### config.mk
export PLATFORM = sky130hd
export DESIGN_NAME = sd_access_arbiter
export DESIGN_NICKNAME = d
export VERILOG_FILES = /design/src/rtl/sd_access_arbiter.sv
export SDC_FILE = /design/constraint.sdc
export NUM_CORES = 1
export LEC_CHECK = 0
export CORE_ASPECT_RATIO = 0.75
export CORE_MARGIN = 2
export CORE_UTILIZATION = 47
export CTS_CLUSTER_DIAMETER = 200
export DETAILED_ROUTE_END_ITERATION = 12
export GPL_TIMING_DRIVEN = 0
export PLACE_DENSITY = 0.81
export SKIP_LAST_GASP = 1
export SLEW_MARGIN = 20
export SYNTH_ARGS = -nofsm -noshare
export SYNTH_HDL_FRONTEND = slang
export SYNTH_SLANG_ARGS = --single-unit
### constraint.sdc
create_clock -name clk -period 2.4 [get_ports clk]
set_input_delay 0.48 -clock clk [delete_from_list [all_inputs] [get_ports clk]]
set_output_delay 0.48 -clock clk [all_outputs]
set_load 0.01 [all_outputs]
### src/rtl/sd_access_arbiter.sv
`default_nettype none
// ============================================================================
// Module   : sd_access_arbiter
// Brief    : Two-requester round-robin arbiter sequencing SD card init and
//            single-sector read/write transactions, with timeout and retry.
// Revision : 1.0
// ============================================================================
module sd_access_arbiter #(
  parameter int TIMEOUT    = 1000000,
  parameter int INIT_RETRY = 3
) (
  input  logic        clk,
  input  logic        rst_n,
  input  logic [1:0]  req_valid,
  input  logic [1:0]  req_wr,
  input  logic [63:0] req_sec,
  output logic [1:0]  req_ack,
  output logic [1:0]  req_done,
  output logic [1:0]  req_err,
  output logic        sd_init,
  input  logic        init_ok,
  output logic        sd_ren,
  output logic        sd_wen,
  output logic [31:0] sec,
  input  logic        rd_ok,
  input  logic        wr_ok,
  output logic        fifo_busy,
  output logic        sd_ready,
  output logic        sd_fail
);

  localparam int c_CNT_W = $clog2(TIMEOUT + 1);
  localparam int c_RTY_W = $clog2(INIT_RETRY + 1);
  localparam logic [c_CNT_W-1:0] c_CNT_MAX = '1;
  localparam logic [c_CNT_W-1:0] c_TO_LAST = c_CNT_W'(TIMEOUT - 1);
  localparam logic [c_RTY_W-1:0] c_RTY_INIT = c_RTY_W'(INIT_RETRY);

  typedef enum logic [2:0] {
    ST_INIT      = 3'd0,
    ST_INIT_WAIT = 3'd1,
    ST_READY     = 3'd2,
    ST_ISSUE     = 3'd3,
    ST_WAIT      = 3'd4,
    ST_DONE      = 3'd5,
    ST_FAIL      = 3'd6
  } state_t;

  state_t               r_state, w_state_nx;
  logic [c_CNT_W-1:0]   r_cnt, w_cnt_nx;
  logic [c_RTY_W-1:0]   r_retry, w_retry_nx;
  logic                 r_last, w_last_nx;
  logic                 r_gnt, w_gnt_nx;
  logic                 r_wr, w_wr_nx;
  logic [31:0]          w_sec_nx;
  logic [1:0]           w_ack_nx, w_done_nx, w_err_nx;
  logic                 w_init_nx, w_ren_nx, w_wen_nx;
  logic                 w_win, w_timeout, w_xfer_ok;

  // Tie goes to the requester that was not granted last.
  assign w_win     = (req_valid == 2'b11) ? ~r_last : req_valid[1];
  assign w_timeout = (r_cnt == c_TO_LAST);
  assign w_xfer_ok = r_wr ? wr_ok : rd_ok;

  always_comb begin
    w_state_nx = r_state;
    w_cnt_nx   = (r_cnt == c_CNT_MAX) ? r_cnt : r_cnt + 1'b1;
    w_retry_nx = r_retry;
    w_last_nx  = r_last;
    w_gnt_nx   = r_gnt;
    w_wr_nx    = r_wr;
    w_sec_nx   = sec;
    w_ack_nx   = 2'b00;
    w_done_nx  = 2'b00;
    w_err_nx   = 2'b00;
    w_init_nx  = 1'b0;
    w_ren_nx   = 1'b0;
    w_wen_nx   = 1'b0;
    case (r_state)
      ST_INIT: begin
        w_init_nx  = 1'b1;
        w_cnt_nx   = '0;
        w_state_nx = ST_INIT_WAIT;
      end
      ST_INIT_WAIT: begin
        if (init_ok) begin
          w_state_nx = ST_READY;
        end else if (w_timeout) begin
          if (r_retry > c_RTY_W'(1)) begin
            w_retry_nx = r_retry - 1'b1;
            w_state_nx = ST_INIT;
          end else begin
            w_state_nx = ST_FAIL;
          end
        end
      end
      ST_READY: begin
        if (|req_valid) begin
          w_gnt_nx   = w_win;
          w_last_nx  = w_win;
          w_wr_nx    = req_wr[w_win];
          w_sec_nx   = w_win ? req_sec[63:32] : req_sec[31:0];
          w_state_nx = ST_ISSUE;
        end
      end
      ST_ISSUE: begin
        w_ack_nx[r_gnt] = 1'b1;
        w_ren_nx        = ~r_wr;
        w_wen_nx        = r_wr;
        w_cnt_nx        = '0;
        w_state_nx      = ST_WAIT;
      end
      ST_WAIT: begin
        // Completion wins over a coincident timeout.
        if (w_xfer_ok) begin
          w_state_nx = ST_DONE;
        end else if (w_timeout) begin
          w_err_nx[r_gnt] = 1'b1;
          w_retry_nx      = c_RTY_INIT;
          w_state_nx      = ST_INIT;
        end
      end
      ST_DONE: begin
        w_done_nx[r_gnt] = 1'b1;
        w_state_nx       = ST_READY;
      end
      ST_FAIL: begin
        if (|req_valid) begin
          w_ack_nx[w_win] = 1'b1;
          w_err_nx[w_win] = 1'b1;
          w_last_nx       = w_win;
        end
      end
      default: w_state_nx = ST_INIT;
    endcase
  end

  always_ff @(posedge clk or negedge rst_n) begin
    if (!rst_n) begin
      r_state   <= ST_INIT;
      r_cnt     <= '0;
      r_retry   <= c_RTY_INIT;
      r_last    <= 1'b1;
      r_gnt     <= 1'b0;
      r_wr      <= 1'b0;
      sec       <= '0;
      req_ack   <= '0;
      req_done  <= '0;
      req_err   <= '0;
      sd_init   <= 1'b0;
      sd_ren    <= 1'b0;
      sd_wen    <= 1'b0;
      fifo_busy <= 1'b0;
      sd_ready  <= 1'b0;
      sd_fail   <= 1'b0;
    end else begin
      r_state   <= w_state_nx;
      r_cnt     <= w_cnt_nx;
      r_retry   <= w_retry_nx;
      r_last    <= w_last_nx;
      r_gnt     <= w_gnt_nx;
      r_wr      <= w_wr_nx;
      sec       <= w_sec_nx;
      req_ack   <= w_ack_nx;
      req_done  <= w_done_nx;
      req_err   <= w_err_nx;
      sd_init   <= w_init_nx;
      sd_ren    <= w_ren_nx;
      sd_wen    <= w_wen_nx;
      // Status levels track the state being entered so they align with it.
      fifo_busy <= (w_state_nx == ST_ISSUE) || (w_state_nx == ST_WAIT) ||
                   (w_state_nx == ST_DONE);
      sd_ready  <= (w_state_nx == ST_READY);
      sd_fail   <= (w_state_nx == ST_FAIL);
    end
  end

endmodule
`default_nettype wire

* Yosys cells after proc, flatten, opt, wreduce, memory -nomap -nowiden
Cells that the tools add are included.
** Cells by class
- Add/sub/neg operators :: 2
- Eq/ne operators :: 20
- Reductions and logical operators :: 12
- $lt $le $gt $ge :: 5
- Muxes and demuxes :: 33
- Bitwise gates (word level) :: 2
** Operators by type and width (count)
- $eq 20x20->1 const B :: 2
- $mux 20 :: 2
- $mux 32 :: 1
- $pmux 3 s7 :: 1
- $add 20x1->20 const B :: 1
- $eq 3x3->1 const B :: 6
- $mux 2 :: 9
- $mux 3 :: 6
- $eq 3x2->1 const B :: 4
- $ne 2x2->1 const B :: 6
- $pmux 2 s2 :: 3
- $mux 1 :: 9
- $reduce_and 6->1 :: 1
- $reduce_or 2->1 :: 3
- $lt 1x2->1 const B :: 2
- $reduce_and 2->1 :: 2
- $eq 3x1->1 const B :: 1
- $logic_not 3->1 :: 1
- $demux 1 s1 :: 2
- $eq 2x2->1 const B :: 1
- $ge 1x1->1 const B :: 2
- $gt 2x1->1 const B :: 1
- $logic_and 1x1->1 :: 2
- $logic_or 1x1->1 :: 2
- other kinds (3) :: 4
** Storage, ports and cells
- Output and inout bits :: 44
- Bits in registers :: 72

* Logic depth before layout (Yosys ltp)
- Depth after elaboration :: 8
- Depth in mapped cells :: 7

* Worst setup path before layout
No wires, ideal clock.
- Path type :: register -> register
- From :: register r_cnt[0]
- To :: register sd_ready
- Buffers on the path :: 1
- Data arrival time :: 1.699 ns
- Path slack :: 0.606 ns
- Stages on the path, launching flop included :: 7
- Setup time :: 0.095 ns
- Period minus slack after synthesis :: 1.794 ns
- Data required time :: 2.305 ns
- Cell sequence :: dfrtp_1 ha_1 and2_1 nand4_2 buf_6 o31a_1 nor4b_2
** On the way
- Word-level cells in the longest chain between the ends :: 5
** RTL lines
- from (decl) :: line 49 : logic [c_CNT_W-1:0] r_cnt, w_cnt_nx;
- from (signal assigned) :: line 157 : r_cnt <= w_cnt_nx;
- $eq 20x20->1 (*) :: line 61 : assign w_timeout = (r_cnt == c_TO_LAST);
- $mux 3 (on tied branches) :: line 116, 87
- $mux 3 (on tied branches) :: line 114, 85
- $pmux 3 s7 (*) :: line 78 : case (r_state)
- $eq 3x2->1 (*) :: line 172 : sd_ready <= (w_state_nx == ST_READY);
- to (signal assigned) :: line 172
- to (decl) :: line 28 : output logic sd_ready,
Mark *: on every way between the ends. The rest lies on a longest branch, timed or not.
A chain may end at the register's enable or synchronous reset.

* Worst setup path in the final report
Ends and elaborated chain as after synthesis.

==> out/results.tsv <==
stage	metric	value	unit
logic_synthesis	synth-main-ff-cell	dfrtp_1	
cells_and_area	area_growth	40.9	%
routing	routed_wl	10.4	mm
global_routing	grt.overflow.total	0	
cells_and_area	n_fill_cell	578	
logic_synthesis	ys_seq_area_frac	0.492	
floorplan	core-area	7470	sq um
clocking	clockRootBuffer	clkbuf_8	
routing	vias	3436	
logic_synthesis	synthXorXnorAreaFrac	0	
setup_path	crit_arrival	2.42	ns
floorplan	die_w	106	um
power	power_density	978	nW/um^2
timing	fmax	0.460	GHz
global_routing	use_met2	0.401	
setup_path	start_kind	flip-flop	
logic_synthesis	syn_area	3670	sq um
global_routing	antenna_found_initial	0	
global_routing	grt.total_usage	0.245	
setup_path	cp_max_fo	10	
clocking	post_cts_buffers	0	
setup_path	crit_path_top_delay_cell	dfrtp_1	
timing	period_share	0.905	
outcome	status	completed	
logic_synthesis	synth-edff-count	0	
clocking	clock_latency	0.35	ns
clocking	cts_tree	done	
logic_synthesis	ys_ff_latch	72	
cells_and_area	drive_gt1_frac	0.0875	
cells_and_area	final_cell_mix	clkdlybuf4s50_1 (115), dfrtp_1 (69), a21oi_1 (43)	
routing	drt_first_pass_iters	5	
timing	setup_viol	0	
clocking	cts_buffers	9	
timing	fin_skew	0.0123	ns
logic_synthesis	muxShareOfSynthArea	0.115	
placement	placed_area	4980	sq um
timing	tns	0	ns
setup_path	cp-end-kind	flip-flop	
floorplan	initial_core_util	0.492	
clocking	clock-sinks	72	
logic_synthesis	synth_cells	371	
placement	dp_hpwl	7.91	mm
routing	viasPerCell	5.69	
floorplan	die_y	80.5	um
timing	rsz0062_at_grt	no	
timing	tightest_slew	0.665	ns
power	p_leak	2.19	nW
routing	detail-route-antenna-nets	0	
global_routing	grt_pass1_vias	3196	
global_routing	grt_use_met1	0.321	
logic_synthesis	ys_warn_count	0	
setup_path	rrSetupSlack	0.23	ns
floorplan	die_area	8540	sq um
logic_synthesis	synth_simple_gate_area_frac	0.208	
global_routing	grt_max_degree	38	
setup_path	cp.required	2.65	ns
placement	portBuffers	116	
placement	place.gp.congestion	0.914	
logic_synthesis	synth_fa_ha_area_frac	0.00682	
timing	finalHoldViolations	0	
floorplan	io_pins	117	
clocking	cts_resized	0	
setup_path	worstSetupPathType	flip-flop to flip-flop	
clocking	clock_path_buffers	2	
logic_synthesis	synth-compound-area-share	0.143	
global_routing	busiest_layer	met2	
timing	layout_setup_ws	0.227	ns
routing	wl_per_cell	17.2	um
logic_synthesis	synth-async-reset-ratio	1.00	
cells_and_area	diodes	0	
setup_path	crit_family	simple AND/OR/NAND/NOR gates	
logic_synthesis	syn_area_per_cell	9.89	sq um
setup_path	cpPeakStageDelay	0.49	ns
setup_path	crit_buf_inv	1	
clocking	path_clk_slew	0.08	ns
cells_and_area	fin_nets	574	
worst_hold_path	hold_path.class	input port to async pin	
clocking	hold_buffers	0	
cells_and_area	fin_area	5170	sq um
placement	pre_cts_slack	0.101	ns
logic_synthesis	synth_cell_type_count	49	
clocking	cts_max_level	3	
power	peakVddDrop	610	uV
logic_synthesis	syn_nets	446	
cells_and_area	final_common_cell	clkdlybuf4s50_1	
logic_synthesis	synth_top_family_by_area	simple AND/OR/NAND/NOR gates	
routing	route.detailed.drc	0	
routing	first_iter_violations	228	
timing	relSlewSlack	0.554	
timing	post-route-min-period	2.17	ns
floorplan	rows	27	
timing	maxSlewViolCount	0	
global_routing	gr-usage-met3	0.0633	
flow_run	cap_viol_max_count	0	
global_routing	grt_pass1_wl	16.2	mm
setup_path	cp_cell_sequence	ha_1 -> and2_1 -> nand4_2 -> buf_6 -> o31a_1 -> nor4b_2	
-- state kept, by name, summed over array words and instances, names as in the netlist, 2 cells and up --
signal    flops
r_cnt        20
r_retry       2
r_state       3
req_ack       2
req_done      2
req_err       2
sec          32
-- final cells by class --
cell class,instances,area (sq um),area share
Multi-Input combinational cell,274,1730,0.335
Clock inverter,5,57.6,0.0111
Buffer,20,113,0.0218
Sequential cell,72,1810,0.349
Inverter,5,18.8,0.00363
Tap cell,101,126,0.0244
Timing Repair Buffer,117,1180,0.228
Clock buffer,10,138,0.0266
-- per-stage QoR --
step                      total power, mW  hold WS, ns  utilization  std cells
after detailed placement             4.11        0.468        0.666        589
after floorplan                      2.98        0.184            -        371
after global routing                 5.39        0.109        0.693        604
final                                5.06       0.0889        0.693        604
after global placement               4.02        0.480        0.664        588
after CTS                            5.07       0.0941        0.693        604
-- cell families after synthesis --
| family | after synthesis |
|---|---|
| buffers and inverters | 25 |
| adders and majority gates | 2 |
| muxes | 42 |
| AOI/OAI and AO/OA | 87 |
| and+or+nand+nor | 143 |
| DFF | 72 |
-- cell usage after synthesis (4+ instances only) --
library cell  count  area (sq um)
a31oi_1           9          56.3
nand2_1          30           113
nor2b_1           7          43.8
and2_1            4          25.0
nand4_1           6          37.5
a211oi_1          5          37.5
dfrtp_1          69          1730
mux2i_1          42           420
buf_2            12          60.1
nor2_1           39           146
inv_1             4          15.0
a21oi_1          43           215
nand3_1          12          60.1
o21ai_0           7          35.0
and3_1           11          68.8
clkbuf_1          4          15.0
nand2b_1          8          50.1
-- where the power goes --
part	internal, mW	switching [mW]	leakage, nW
clock	0.501	0.464	0.0904
sequential	1.61	0.258	0.886
combinational	1.11	1.12	1.22
total	3.22	1.84	2.19
-- path summary, 6_finish.rpt --
check / start / endpoint / cells after the start
worst max-delay path: r_cnt[0]$_DFFE_PN0P_ / sd_ready$_DFF_PN0_ / 6
worst min-delay path: rst_n / fifo_busy$_DFF_PN0_ / 1
worst max register to register: r_cnt[0]$_DFFE_PN0P_ / sd_ready$_DFF_PN0_ / 6
worst min register to register: r_retry[1]$_DFFE_PN1P_ / r_retry[1]$_DFFE_PN1P_ / 2
max in group asynchronous: rst_n / r_last$_DFFE_PN1P_ / 2
min in group clk: r_retry[1]$_DFFE_PN1P_ / r_retry[1]$_DFFE_PN1P_ / 2
-- layer usage --
layer	wire length, um	vias to the layer above
met5	0	-
met2	5030	138
met4	227	0
met3	662	26
li1	-	1607
met1	4480	1665
No activity file was read; power rests on OpenSTA's default activity.
